$ cat config.mk
export PLATFORM = sky130hd
export DESIGN_NAME = multicycle_control_fsm_flat
export DESIGN_NICKNAME = d
export VERILOG_FILES = /design/src/rtl/multicycle_control_fsm_if.sv /design/src/rtl/multicycle_control_fsm.sv /design/src/flat_wrapper.sv
export SDC_FILE = /design/constraint.sdc
export NUM_CORES = 1
export LEC_CHECK = 0
export ABC_CLOCK_PERIOD_IN_PS = 1800
export CAP_MARGIN = 10
export CELL_PAD_IN_SITES_DETAIL_PLACEMENT = 2
export CELL_PAD_IN_SITES_GLOBAL_PLACEMENT = 2
export CORE_AREA = 2 2 66 93
export CTS_CLUSTER_DIAMETER = 40
export CTS_CLUSTER_SIZE = 20
export DETAILED_ROUTE_END_ITERATION = 10
export DIE_AREA = 0 0 68 95
export HOLD_SLACK_MARGIN = 0.15
export PLACE_DENSITY_LB_ADDON = 0.1
export SYNTH_ARGS = -nofsm -noshare
export SYNTH_HDL_FRONTEND = slang
export SYNTH_SLANG_ARGS = --single-unit
$ cat constraint.sdc
create_clock -name clk -period 1.8 [get_ports clk]
set_input_delay 0.36 -clock clk [delete_from_list [all_inputs] [get_ports clk]]
set_output_delay 0.36 -clock clk [all_outputs]
set_load 0.005 [all_outputs]
$ cat src/rtl/multicycle_control_fsm_if.sv
// Control/bus signals between the multicycle control FSM and its datapath
// and memories. master = the control FSM, slave = datapath/memory side.
interface multicycle_control_fsm_if #(
  parameter int INSTR_W  = 16,
  parameter int OPCODE_W = 4,
  parameter int FUNCT_W  = 3
);
  // Inputs to the controller
  logic [INSTR_W-1:0]          imem_rdata;
  logic                        imem_ack;
  logic                        dmem_ack;
  logic                        branch_taken;
  logic                        resume;
  // Memory requests and datapath control
  logic                        imem_req;
  logic                        dmem_req;
  logic                        dmem_we;
  logic                        ir_write;
  logic                        pc_write;
  logic [1:0]                  pc_src;
  logic [OPCODE_W+FUNCT_W-1:0] alu_op;
  logic [1:0]                  alu_src;
  logic                        reg_write;
  logic                        mem_to_reg;
  logic                        rd_is_dest;
  logic                        mtsr_write;
  logic                        mfsr_read;
  logic [FUNCT_W-1:0]          special_sel;
  // Status
  logic [2:0]                  state;
  logic                        halted;
  logic                        timeout_err;
  logic                        trap;

  modport master (
    input  imem_rdata, imem_ack, dmem_ack, branch_taken, resume,
    output imem_req, dmem_req, dmem_we, ir_write, pc_write, pc_src,
           alu_op, alu_src, reg_write, mem_to_reg, rd_is_dest,
           mtsr_write, mfsr_read, special_sel, state, halted,
           timeout_err, trap
  );

  modport slave (
    output imem_rdata, imem_ack, dmem_ack, branch_taken, resume,
    input  imem_req, dmem_req, dmem_we, ir_write, pc_write, pc_src,
           alu_op, alu_src, reg_write, mem_to_reg, rd_is_dest,
           mtsr_write, mfsr_read, special_sel, state, halted,
           timeout_err, trap
  );
endinterface

$ cat src/rtl/multicycle_control_fsm.sv
// Multicycle processor control FSM: FETCH/DECODE/EXEC/MEM/WB plus HALT and
// TRAP. Memory waits are bounded by a counter; expiry sets a sticky
// timeout_err and parks the machine in HALT.
// Optional feature: define ILLEGAL_TRAP_EN to make opcodes 1100-1110 enter
// TRAP (exit only by reset); otherwise they are NOPs and trap stays 0.
module multicycle_control_fsm #(
  parameter int INSTR_W   = 16,
  parameter int OPCODE_W  = 4,
  parameter int FUNCT_W   = 3,
  parameter int TIMEOUT_W = 4
) (
  input  logic                       clk,
  input  logic                       rst_n,
  multicycle_control_fsm_if.master   bus
);

  typedef enum logic [2:0] {
    S_FETCH  = 3'd0,
    S_DECODE = 3'd1,
    S_EXEC   = 3'd2,
    S_MEM    = 3'd3,
    S_WB     = 3'd4,
    S_HALT   = 3'd5,
    S_TRAP   = 3'd6
  } state_t;

  localparam logic [OPCODE_W-1:0] OP_RTYPE_MAX = OPCODE_W'(4'h2);
  localparam logic [OPCODE_W-1:0] OP_JR_GRP    = OPCODE_W'(4'h1);
  localparam logic [OPCODE_W-1:0] OP_IMM_A     = OPCODE_W'(4'h3);
  localparam logic [OPCODE_W-1:0] OP_IMM_B     = OPCODE_W'(4'h4);
  localparam logic [OPCODE_W-1:0] OP_BNEQ      = OPCODE_W'(4'h5);
  localparam logic [OPCODE_W-1:0] OP_BGTZ      = OPCODE_W'(4'h6);
  localparam logic [OPCODE_W-1:0] OP_JUMP      = OPCODE_W'(4'h7);
  localparam logic [OPCODE_W-1:0] OP_LOAD      = OPCODE_W'(4'h8);
  localparam logic [OPCODE_W-1:0] OP_STORE     = OPCODE_W'(4'h9);
  localparam logic [OPCODE_W-1:0] OP_MFSR      = OPCODE_W'(4'hA);
  localparam logic [OPCODE_W-1:0] OP_MTSR      = OPCODE_W'(4'hB);
  localparam logic [OPCODE_W-1:0] OP_NOP_LO    = OPCODE_W'(4'hC);
  localparam logic [OPCODE_W-1:0] OP_NOP_HI    = OPCODE_W'(4'hE);
  localparam logic [OPCODE_W-1:0] OP_HALT      = OPCODE_W'(4'hF);

  localparam logic [1:0] PC_INC    = 2'd0;
  localparam logic [1:0] PC_BRANCH = 2'd1;
  localparam logic [1:0] PC_JUMP   = 2'd2;
  localparam logic [1:0] PC_REG    = 2'd3;
  localparam logic [1:0] SRC_IMM   = 2'd1;
  localparam logic [1:0] SRC_ZERO  = 2'd2;

  // Count value on whose no-ack cycle the wait reaches 2^TIMEOUT_W-1 cycles
  localparam logic [TIMEOUT_W-1:0] WAIT_LAST = TIMEOUT_W'((1 << TIMEOUT_W) - 2);

  state_t                 r_state;
  logic [INSTR_W-1:0]     r_ir;
  logic [TIMEOUT_W-1:0]   r_wait_cnt;
  logic                   r_timeout_err;

  logic [OPCODE_W-1:0]    w_opcode;
  logic [FUNCT_W-1:0]     w_funct;
  logic                   w_wait_expired;
  logic                   w_is_branch;
  logic                   w_is_jr;
  logic                   w_is_mem;
  logic                   w_is_imm;
  logic                   w_is_nop;
  // Register-specifier fields of IR feed the datapath, not this controller
  logic                   w_ir_unused;

  assign w_opcode       = r_ir[INSTR_W-1 -: OPCODE_W];
  assign w_funct        = r_ir[FUNCT_W-1:0];
  assign w_ir_unused    = ^r_ir;
  assign w_wait_expired = (r_wait_cnt == WAIT_LAST);
  assign w_is_branch    = (w_opcode == OP_BNEQ) || (w_opcode == OP_BGTZ);
  assign w_is_jr        = (w_opcode == OP_JR_GRP) && (w_funct == '1);
  assign w_is_mem       = (w_opcode == OP_LOAD) || (w_opcode == OP_STORE);
  assign w_is_imm       = (w_opcode == OP_IMM_A) || (w_opcode == OP_IMM_B);
  assign w_is_nop       = (w_opcode >= OP_NOP_LO) && (w_opcode <= OP_NOP_HI);

  // State sequencing, IR capture, memory-wait counter and sticky timeout flag
  always_ff @(posedge clk) begin
    if (!rst_n) begin
      r_state       <= S_FETCH;
      r_ir          <= '0;
      r_wait_cnt    <= '0;
      r_timeout_err <= 1'b0;
    end else begin
      case (r_state)
        S_FETCH: begin
          if (bus.imem_ack) begin
            r_ir       <= bus.imem_rdata;
            r_wait_cnt <= '0;
            r_state    <= S_DECODE;
          end else if (w_wait_expired) begin
            r_wait_cnt    <= '0;
            r_timeout_err <= 1'b1;
            r_state       <= S_HALT;
          end else begin
            r_wait_cnt <= r_wait_cnt + 1'b1;
          end
        end
        S_DECODE: begin
          if (w_opcode == OP_HALT)      r_state <= S_HALT;
          else if (w_opcode == OP_JUMP) r_state <= S_FETCH;
`ifdef ILLEGAL_TRAP_EN
          else if (w_is_nop)            r_state <= S_TRAP;
`else
          else if (w_is_nop)            r_state <= S_FETCH;
`endif
          else                          r_state <= S_EXEC;
        end
        S_EXEC: begin
          if (w_is_mem)                                         r_state <= S_MEM;
          else if (w_is_branch || w_is_jr || w_opcode == OP_MTSR) r_state <= S_FETCH;
          else                                                  r_state <= S_WB;
        end
        S_MEM: begin
          if (bus.dmem_ack) begin
            r_wait_cnt <= '0;
            r_state    <= (w_opcode == OP_LOAD) ? S_WB : S_FETCH;
          end else if (w_wait_expired) begin
            r_wait_cnt    <= '0;
            r_timeout_err <= 1'b1;
            r_state       <= S_HALT;
          end else begin
            r_wait_cnt <= r_wait_cnt + 1'b1;
          end
        end
        S_WB:   r_state <= S_FETCH;
        S_HALT: if (bus.resume) r_state <= S_FETCH;
`ifdef ILLEGAL_TRAP_EN
        S_TRAP: r_state <= S_TRAP;
`endif
        default: r_state <= S_FETCH;
      endcase
    end
  end

  logic                 w_imem_req, w_dmem_req, w_dmem_we, w_ir_write, w_pc_write;
  logic [1:0]           w_pc_src, w_alu_src;
  logic                 w_reg_write, w_mem_to_reg, w_rd_is_dest;
  logic                 w_mtsr_write, w_mfsr_read, w_halted, w_trap;
  logic [FUNCT_W-1:0]   w_special_sel;

  // Control strobes decoded from current state, IR and same-cycle inputs
  always_comb begin
    w_imem_req    = 1'b0;
    w_dmem_req    = 1'b0;
    w_dmem_we     = 1'b0;
    w_ir_write    = 1'b0;
    w_pc_write    = 1'b0;
    w_pc_src      = PC_INC;
    w_alu_src     = 2'd0;
    w_reg_write   = 1'b0;
    w_mem_to_reg  = 1'b0;
    w_rd_is_dest  = 1'b0;
    w_mtsr_write  = 1'b0;
    w_mfsr_read   = 1'b0;
    w_special_sel = '0;
    w_halted      = 1'b0;
    w_trap        = 1'b0;
    case (r_state)
      S_FETCH: begin
        w_imem_req = 1'b1;
        if (bus.imem_ack) begin
          w_ir_write = 1'b1;
          w_pc_write = 1'b1;
        end
      end
      S_DECODE: begin
        if (w_opcode == OP_JUMP) begin
          w_pc_write = 1'b1;
          w_pc_src   = PC_JUMP;
        end
      end
      S_EXEC: begin
        if (w_is_branch) begin
          w_pc_write = bus.branch_taken;
          w_pc_src   = PC_BRANCH;
          if (w_opcode == OP_BGTZ) w_alu_src = SRC_ZERO;
        end else if (w_is_jr) begin
          w_pc_write = 1'b1;
          w_pc_src   = PC_REG;
        end else if (w_is_mem || w_is_imm) begin
          w_alu_src = SRC_IMM;
        end else if (w_opcode == OP_MTSR) begin
          w_mtsr_write  = 1'b1;
          w_special_sel = w_funct;
        end
      end
      S_MEM: begin
        w_dmem_req = 1'b1;
        w_dmem_we  = (w_opcode == OP_STORE);
      end
      S_WB: begin
        w_reg_write  = 1'b1;
        w_mem_to_reg = (w_opcode == OP_LOAD);
        w_rd_is_dest = !(w_is_imm || w_opcode == OP_LOAD);
        if (w_opcode == OP_MFSR) begin
          w_mfsr_read   = 1'b1;
          w_special_sel = w_funct;
        end
      end
      S_HALT: w_halted = 1'b1;
      S_TRAP: begin
        w_halted = 1'b1;
        w_trap   = 1'b1;
      end
      default: ;
    endcase
  end

  assign bus.imem_req    = w_imem_req;
  assign bus.dmem_req    = w_dmem_req;
  assign bus.dmem_we     = w_dmem_we;
  assign bus.ir_write    = w_ir_write;
  assign bus.pc_write    = w_pc_write;
  assign bus.pc_src      = w_pc_src;
  assign bus.alu_op      = (w_opcode <= OP_RTYPE_MAX) ? {w_opcode, w_funct}
                                                      : {w_opcode, {FUNCT_W{1'b0}}};
  assign bus.alu_src     = w_alu_src;
  assign bus.reg_write   = w_reg_write;
  assign bus.mem_to_reg  = w_mem_to_reg;
  assign bus.rd_is_dest  = w_rd_is_dest;
  assign bus.mtsr_write  = w_mtsr_write;
  assign bus.mfsr_read   = w_mfsr_read;
  assign bus.special_sel = w_special_sel;
  assign bus.state       = r_state;
  assign bus.halted      = w_halted;
  assign bus.timeout_err = r_timeout_err;
`ifdef ILLEGAL_TRAP_EN
  assign bus.trap        = w_trap;
`else
  assign bus.trap        = 1'b0;
`endif

endmodule

$ cat src/flat_wrapper.sv
// flat-port wrapper written by rule: the top's interface ports become plain ports
module multicycle_control_fsm_flat 
#(
  parameter int INSTR_W   = 16,
  parameter int OPCODE_W  = 4,
  parameter int FUNCT_W   = 3,
  parameter int TIMEOUT_W = 4
)
  (clk, rst_n, bus_imem_rdata, bus_imem_ack, bus_dmem_ack, bus_branch_taken, bus_resume, bus_imem_req, bus_dmem_req, bus_dmem_we, bus_ir_write, bus_pc_write, bus_pc_src, bus_alu_op, bus_alu_src, bus_reg_write, bus_mem_to_reg, bus_rd_is_dest, bus_mtsr_write, bus_mfsr_read, bus_special_sel, bus_state, bus_halted, bus_timeout_err, bus_trap);
  multicycle_control_fsm_if #(.INSTR_W(INSTR_W), .OPCODE_W(OPCODE_W), .FUNCT_W(FUNCT_W)) bus_i ();
  input  logic clk;
  input  logic rst_n;
  input wire logic [$bits(bus_i.imem_rdata)-1:0] bus_imem_rdata;
  input wire logic [$bits(bus_i.imem_ack)-1:0] bus_imem_ack;
  input wire logic [$bits(bus_i.dmem_ack)-1:0] bus_dmem_ack;
  input wire logic [$bits(bus_i.branch_taken)-1:0] bus_branch_taken;
  input wire logic [$bits(bus_i.resume)-1:0] bus_resume;
  output wire logic [$bits(bus_i.imem_req)-1:0] bus_imem_req;
  output wire logic [$bits(bus_i.dmem_req)-1:0] bus_dmem_req;
  output wire logic [$bits(bus_i.dmem_we)-1:0] bus_dmem_we;
  output wire logic [$bits(bus_i.ir_write)-1:0] bus_ir_write;
  output wire logic [$bits(bus_i.pc_write)-1:0] bus_pc_write;
  output wire logic [$bits(bus_i.pc_src)-1:0] bus_pc_src;
  output wire logic [$bits(bus_i.alu_op)-1:0] bus_alu_op;
  output wire logic [$bits(bus_i.alu_src)-1:0] bus_alu_src;
  output wire logic [$bits(bus_i.reg_write)-1:0] bus_reg_write;
  output wire logic [$bits(bus_i.mem_to_reg)-1:0] bus_mem_to_reg;
  output wire logic [$bits(bus_i.rd_is_dest)-1:0] bus_rd_is_dest;
  output wire logic [$bits(bus_i.mtsr_write)-1:0] bus_mtsr_write;
  output wire logic [$bits(bus_i.mfsr_read)-1:0] bus_mfsr_read;
  output wire logic [$bits(bus_i.special_sel)-1:0] bus_special_sel;
  output wire logic [$bits(bus_i.state)-1:0] bus_state;
  output wire logic [$bits(bus_i.halted)-1:0] bus_halted;
  output wire logic [$bits(bus_i.timeout_err)-1:0] bus_timeout_err;
  output wire logic [$bits(bus_i.trap)-1:0] bus_trap;
  assign bus_i.imem_rdata = bus_imem_rdata;
  assign bus_i.imem_ack = bus_imem_ack;
  assign bus_i.dmem_ack = bus_dmem_ack;
  assign bus_i.branch_taken = bus_branch_taken;
  assign bus_i.resume = bus_resume;
  assign bus_imem_req = bus_i.imem_req;
  assign bus_dmem_req = bus_i.dmem_req;
  assign bus_dmem_we = bus_i.dmem_we;
  assign bus_ir_write = bus_i.ir_write;
  assign bus_pc_write = bus_i.pc_write;
  assign bus_pc_src = bus_i.pc_src;
  assign bus_alu_op = bus_i.alu_op;
  assign bus_alu_src = bus_i.alu_src;
  assign bus_reg_write = bus_i.reg_write;
  assign bus_mem_to_reg = bus_i.mem_to_reg;
  assign bus_rd_is_dest = bus_i.rd_is_dest;
  assign bus_mtsr_write = bus_i.mtsr_write;
  assign bus_mfsr_read = bus_i.mfsr_read;
  assign bus_special_sel = bus_i.special_sel;
  assign bus_state = bus_i.state;
  assign bus_halted = bus_i.halted;
  assign bus_timeout_err = bus_i.timeout_err;
  assign bus_trap = bus_i.trap;
  multicycle_control_fsm #(.INSTR_W(INSTR_W), .OPCODE_W(OPCODE_W), .FUNCT_W(FUNCT_W), .TIMEOUT_W(TIMEOUT_W)) u_core (.clk(clk), .rst_n(rst_n), .bus(bus_i));
endmodule
After elaboration in Yosys (flattened, before gate mapping)
Cells that the tools add are included.

Bits in latches: 0. Memories kept: 0. Bits in registers: 24. RAM bits: 0. Output and inout bits: 30. Logic and storage cells: 100. Memory bits (read-only): 0.

Divide/modulo/power cells: 0. Bitwise gates (word level): 0. Multipliers: 0. Multiplexer cells: 55. Reduce and logical (&&, ||, !) cells: 15. Shifts and indexed selects: 0. $add $sub $neg: 1. Equality and inequality tests: 22. $lt $le $gt $ge: 3.

Operator list (count): 3-bit 2-to-1 mux (15); 4-bit == test, second input constant (6); 1-bit 2-to-1 mux (23); 4-bit by 3-bit == test with 1-bit output, second input constant (4); 2-bit 2-to-1 mux (8); 3-bit case mux with 5 select lines (1); 3-bit == test, second input constant (4); 4-bit 2-to-1 mux (3); 4-bit case mux with 2 select lines (1); 1-bit logical OR (7); 3-bit by 2-bit == test with 1-bit output, second input constant (2); 2-bit inequality test, second input constant (3); 3-bit case mux with 2 select lines (1); 4-bit by 1-bit adder with 4-bit output, second input constant (1); 4-bit by 1-bit == test with 1-bit output, second input constant (1); 4-bit by 2-bit == test with 1-bit output, second input constant (1); 4-bit >= comparator, second input constant (1); 4-bit by 2-bit less-or-equal comparator with 1-bit output, second input constant (1); 4-bit less-or-equal comparator, second input constant (1); 2-bit case mux with 2 select lines (1); 3-bit by 1-bit == test with 1-bit output, second input constant (1); 3-bit zero test (1); 1-bit case mux with 3 select lines (1); 3-bit AND reduction (1); 6 further kinds (7).

Depth between registers and ports, before layout
Depth after elaboration: 7. Gate-level depth with buffers: 6. Mapped depth without buffers: 6.

Worst setup path after synthesis
Ideal clock, no wire load.

Path kind: register -> output. Start: register u_core.r_state[1] (netlist: u_core.bus.state[1]). End: output bus_pc_write. Buffers on the path: 1. Data arrival time: 1299 ps. Data required time: 1440 ps. Cell stages (with the launch flop): 6. Setup slack: 141 ps. Cell sequence: dfxtp_1 > buf_2 > nand2b_1 > nor4b_1 > a21oi_1 > o21ai_0.

Word-level cells in the longest chain between the ends: 2. Elaborated cells between the ends (all ways): 4. Those cells by class: eq/ne (2); mux (1); reduce/logical (1).

Ends and longest elaborated chain: start, declared (line multicycle_control_fsm.sv:52) `state_t r_state;`; start signal, assigned (line multicycle_control_fsm.sv:118) `r_state <= (w_opcode == OP_LOAD) ? S_WB : S_FETCH;`; 3-bit by 2-bit == test with 1-bit output, or another cell as far along (line multicycle_control_fsm.sv:160) `case (r_state)`; 1-bit case mux with 3 select lines * (line multicycle_control_fsm.sv:160); end, declared (line flat_wrapper.sv:22) `output wire logic [$bits(bus_i.pc_write)-1:0] bus_pc_write;`.

Mark *: on every way between the ends. The rest lies on a longest branch, timed or not.

Worst setup path in the final report
Start: register u_core.r_state[1] (netlist: u_core.bus.state[1]). End: output bus_dmem_we.

Word-level cells in the longest chain between the ends: 2.

Ends and longest elaborated chain: 3-bit by 2-bit == test with 1-bit output (line multicycle_control_fsm.sv:160); 1-bit 2-to-1 mux (line multicycle_control_fsm.sv:160); end, declared (line flat_wrapper.sv:20) `output wire logic [$bits(bus_i.dmem_we)-1:0] bus_dmem_we;`.

No other way between the ends.

==> out/metrics.yaml <==
fmax_mhz: 533
insertion_delay_ns: 0.25
ant_nets: 0
floorplan.io_pins: 52
dieArea_sq_mm: 0.00646
slew_violations: 0
cpLargestDelayFamily: "buffers and inverters"
cp-startpoint: "u_core.bus.state[1]"
drt_iter0_markers: 27
synth.distinct_cells: 43
crit_required_ns: 1.44
violations: "setup timing"
h-tree-depth: 1
grtUsageMet3_pct: 1.31
crit_top_cell: "buf_6"
fin_area_sq_mm: 0.00236
irDropWorstVdd_mv: 0.354
timing.final.crit_share_pct: 104
crit_path_max_fanout: 6
grt_pass1_wl_mm: 9.40
crit_arrival_ns: 1.52
cts_buffers: 3
criticalPathCategory: "flop to output port"
wirelength_mm: 5.94
port-buffer-count: 41
dpl.hpwl_mm: 4.06
worst_setup_path_start_kind: "flop"
vias: 1589
syn_nets: 186
timing.rr.start: "u_core.bus.state[1]"
syn2layout_area_growth_pct: 107
cpMaxStageDelayCell: "dfxtp_4"
p_per_area_mw_per_mm2: 612
place_inst: 305
met2_usage_pct: 40.2
drc: 0
num-fill-cells: 650
use_met1_pct: 19.9
clkTransAtPathRegs_ns: 0.07
fin_cells: 327
multi_input_area_sq_um: 965
min_from: "u_core.bus.timeout_err"
grt_pass1_vias: 1817
die_h_um: 95
grt.total_usage_pct: 19.6
antenna_cells: 0
p_leak_nw: 1.01
drive_gt1_share_pct: 49.0
final_nets: 282
synth_edf_count: 0
rsz0062_at_grt: "yes"
wl_per_cell_um: 18.2
end_kind: "output port"
postLayoutSetupSlackWorst_ns: -0.0778
finClkSkew_ns: 0.000944
status: "complete, but fails checks"
finalHoldViolations: 0
grt_max_degree: 14
design_power_total_mw: 1.45
path_buf_inv: 4
ys_seq_area_share_pct: 26.3
synth.cell_area_sq_mm: 0.00114
period_needed_ns: 1.88
hold_path_class: "flop to flop"
hold_buffers: 0
grt-ovfl-total: 0
top_usage_layer: "met2"
crit_path_max_incr_delay_ns: 0.38
cts_tree: "done"
placed_cell_area_sq_mm: 0.00191
first_pass_iters: 4
path_cells: "buf_6 -> buf_6 -> nand3b_1 -> buf_4 -> nor4b_4 -> buf_2"
yosys_warnings: 0
vias_per_cell: 4.86
maxCapViolCount: 0
synthArstFlopShare_pct: 0
cts_num_sinks: 15
core_area_sq_mm: 0.00570
timing.hold.ws_ns: 0.474
avgSynthCellArea_sq_um: 7.05
grt_antenna_before_repair: 0
gp_congestion: 0.816
utilization_pct: 41.5
cts_root_buf: "clkbuf_8"
rows: 33
initial_core_util_pct: 20.0
setup_viol: 9
register_area_sq_um: 319
postSynthCellCount: 162
synth-seq-cells: 15
clockBufferDepth: 2
die_x_um: 68
synthFlopType: "dfxtp_1"
[per-layer routing]
layer  wire [um]  vias up  part of all wire (%)
met5           0        -                     0
met4         101        0                   1.7
met3         141        8                   2.4
met2        3520       27                    59
met1        2180      789                    37
li1            -      765                     -
[final timing paths]
path | end | slack, ns | cells past startpoint
max | bus_dmem_we | -0.08 | 6
min reg2reg | u_core.bus.timeout_err | 0.47 | 2
max reg2reg | u_core.r_wait_cnt[3] | 0.01 | 7
min | u_core.bus.timeout_err | 0.47 | 2
[cells in the mapped netlist (2+ instances only)]
cell,number,area [sq um]
a21oi_1,15,75.1
a31oi_1,4,25.0
nor4b_1,5,43.8
and3_1,4,25.0
dfxtp_1,15,300
nand3_1,5,25.0
nor3_1,8,40.0
inv_1,6,22.5
clkbuf_1,6,22.5
buf_2,4,20.0
nor4_1,2,12.5
buf_4,5,37.5
nand2b_1,5,31.3
nor2_1,8,30.0
and2_1,4,25.0
or3_1,2,12.5
o21ai_0,7,35.0
a211oi_1,3,22.5
nand2_1,24,90.1
ha_1,2,25.0
nand3b_1,6,45.0
[sequential cells by signal, summed over array words and instances (netlist names)]
name / cells
u_core.bus.state: 3
u_core.bus.timeout_err: 1
u_core.r_ir: 7
u_core.r_wait_cnt: 4
[worst reg2reg max path, stage by stage, from the launching register on]
cell	delay, ns
dfxtp_4	0.38
buf_6	0.13
buf_6	0.12
nand3b_1	0.12
buf_6	0.15
a21o_1	0.17
or4_1	0.47
a31oi_1	0.18
[kinds of logic (layout without fill, tap and decap cells)]
kind of cell,Yosys count,after routing,synth area share (%)
AND/OR/NAND/NOR,81,81,39.1
flip-flops,15,15,26.3
buffers and inverters,22,117,9.31
other,1,1,0.328
AO/OA/AOI/OAI,39,39,21.2
adder cells (fa/ha/maj),2,2,2.19
XOR/XNOR,2,2,1.53
[cell type report]
class	count	share of cell area, %
multi-input cells	125	40.8
repair buffers	106	38.8
flip-flops and latches	15	13.5
well taps	70	3.71
clock buffers	3	1.75
inverters	7	1.11
clock inverters	1	0.318
[power by group]
part           internal [mW]  total [mW]  switching, mW
combinational          0.406       0.755          0.349
clock                  0.155       0.290          0.134
sequential             0.366       0.402         0.0365
[repair_timing]
item,CTS,global route
pin swaps,9,13
gates resized for setup,120,25
buffers inserted,18,3
hold endpoints to repair,0,0
setup endpoints to repair,23,17
[placed cells by master, fill, tap and decap left out, types with 4 or more instances in the layout]
cell             synthesis  final
buf_4                    5     48
nand2_1                 24     22
clkdlybuf4s50_1          0     19
buf_6                    0     17
a21oi_1                 15     13
buf_2                    4     10
dfxtp_1                 15      8
inv_1                    6      6
nand3b_1                 6      6
nor2_1                   8      6
dlygate4sd2_1            0      6
nand2b_4                 0      5
nand3_1                  5      5
a31oi_1                  4      4
and3_1                   4      4
o21ai_0                  7      4
dfxtp_4                  0      4
[through the flow]
step,TNS [ns],setup WS [ns]
floorplan,0,0.141
global placement,-4.45,-0.380
detailed placement,-4.93,-0.455
CTS,-0.523,-0.114
global route,-1.43,-0.166
finish,-0.502,-0.0778
Note: power is estimated with default switching activity, not from simulation.
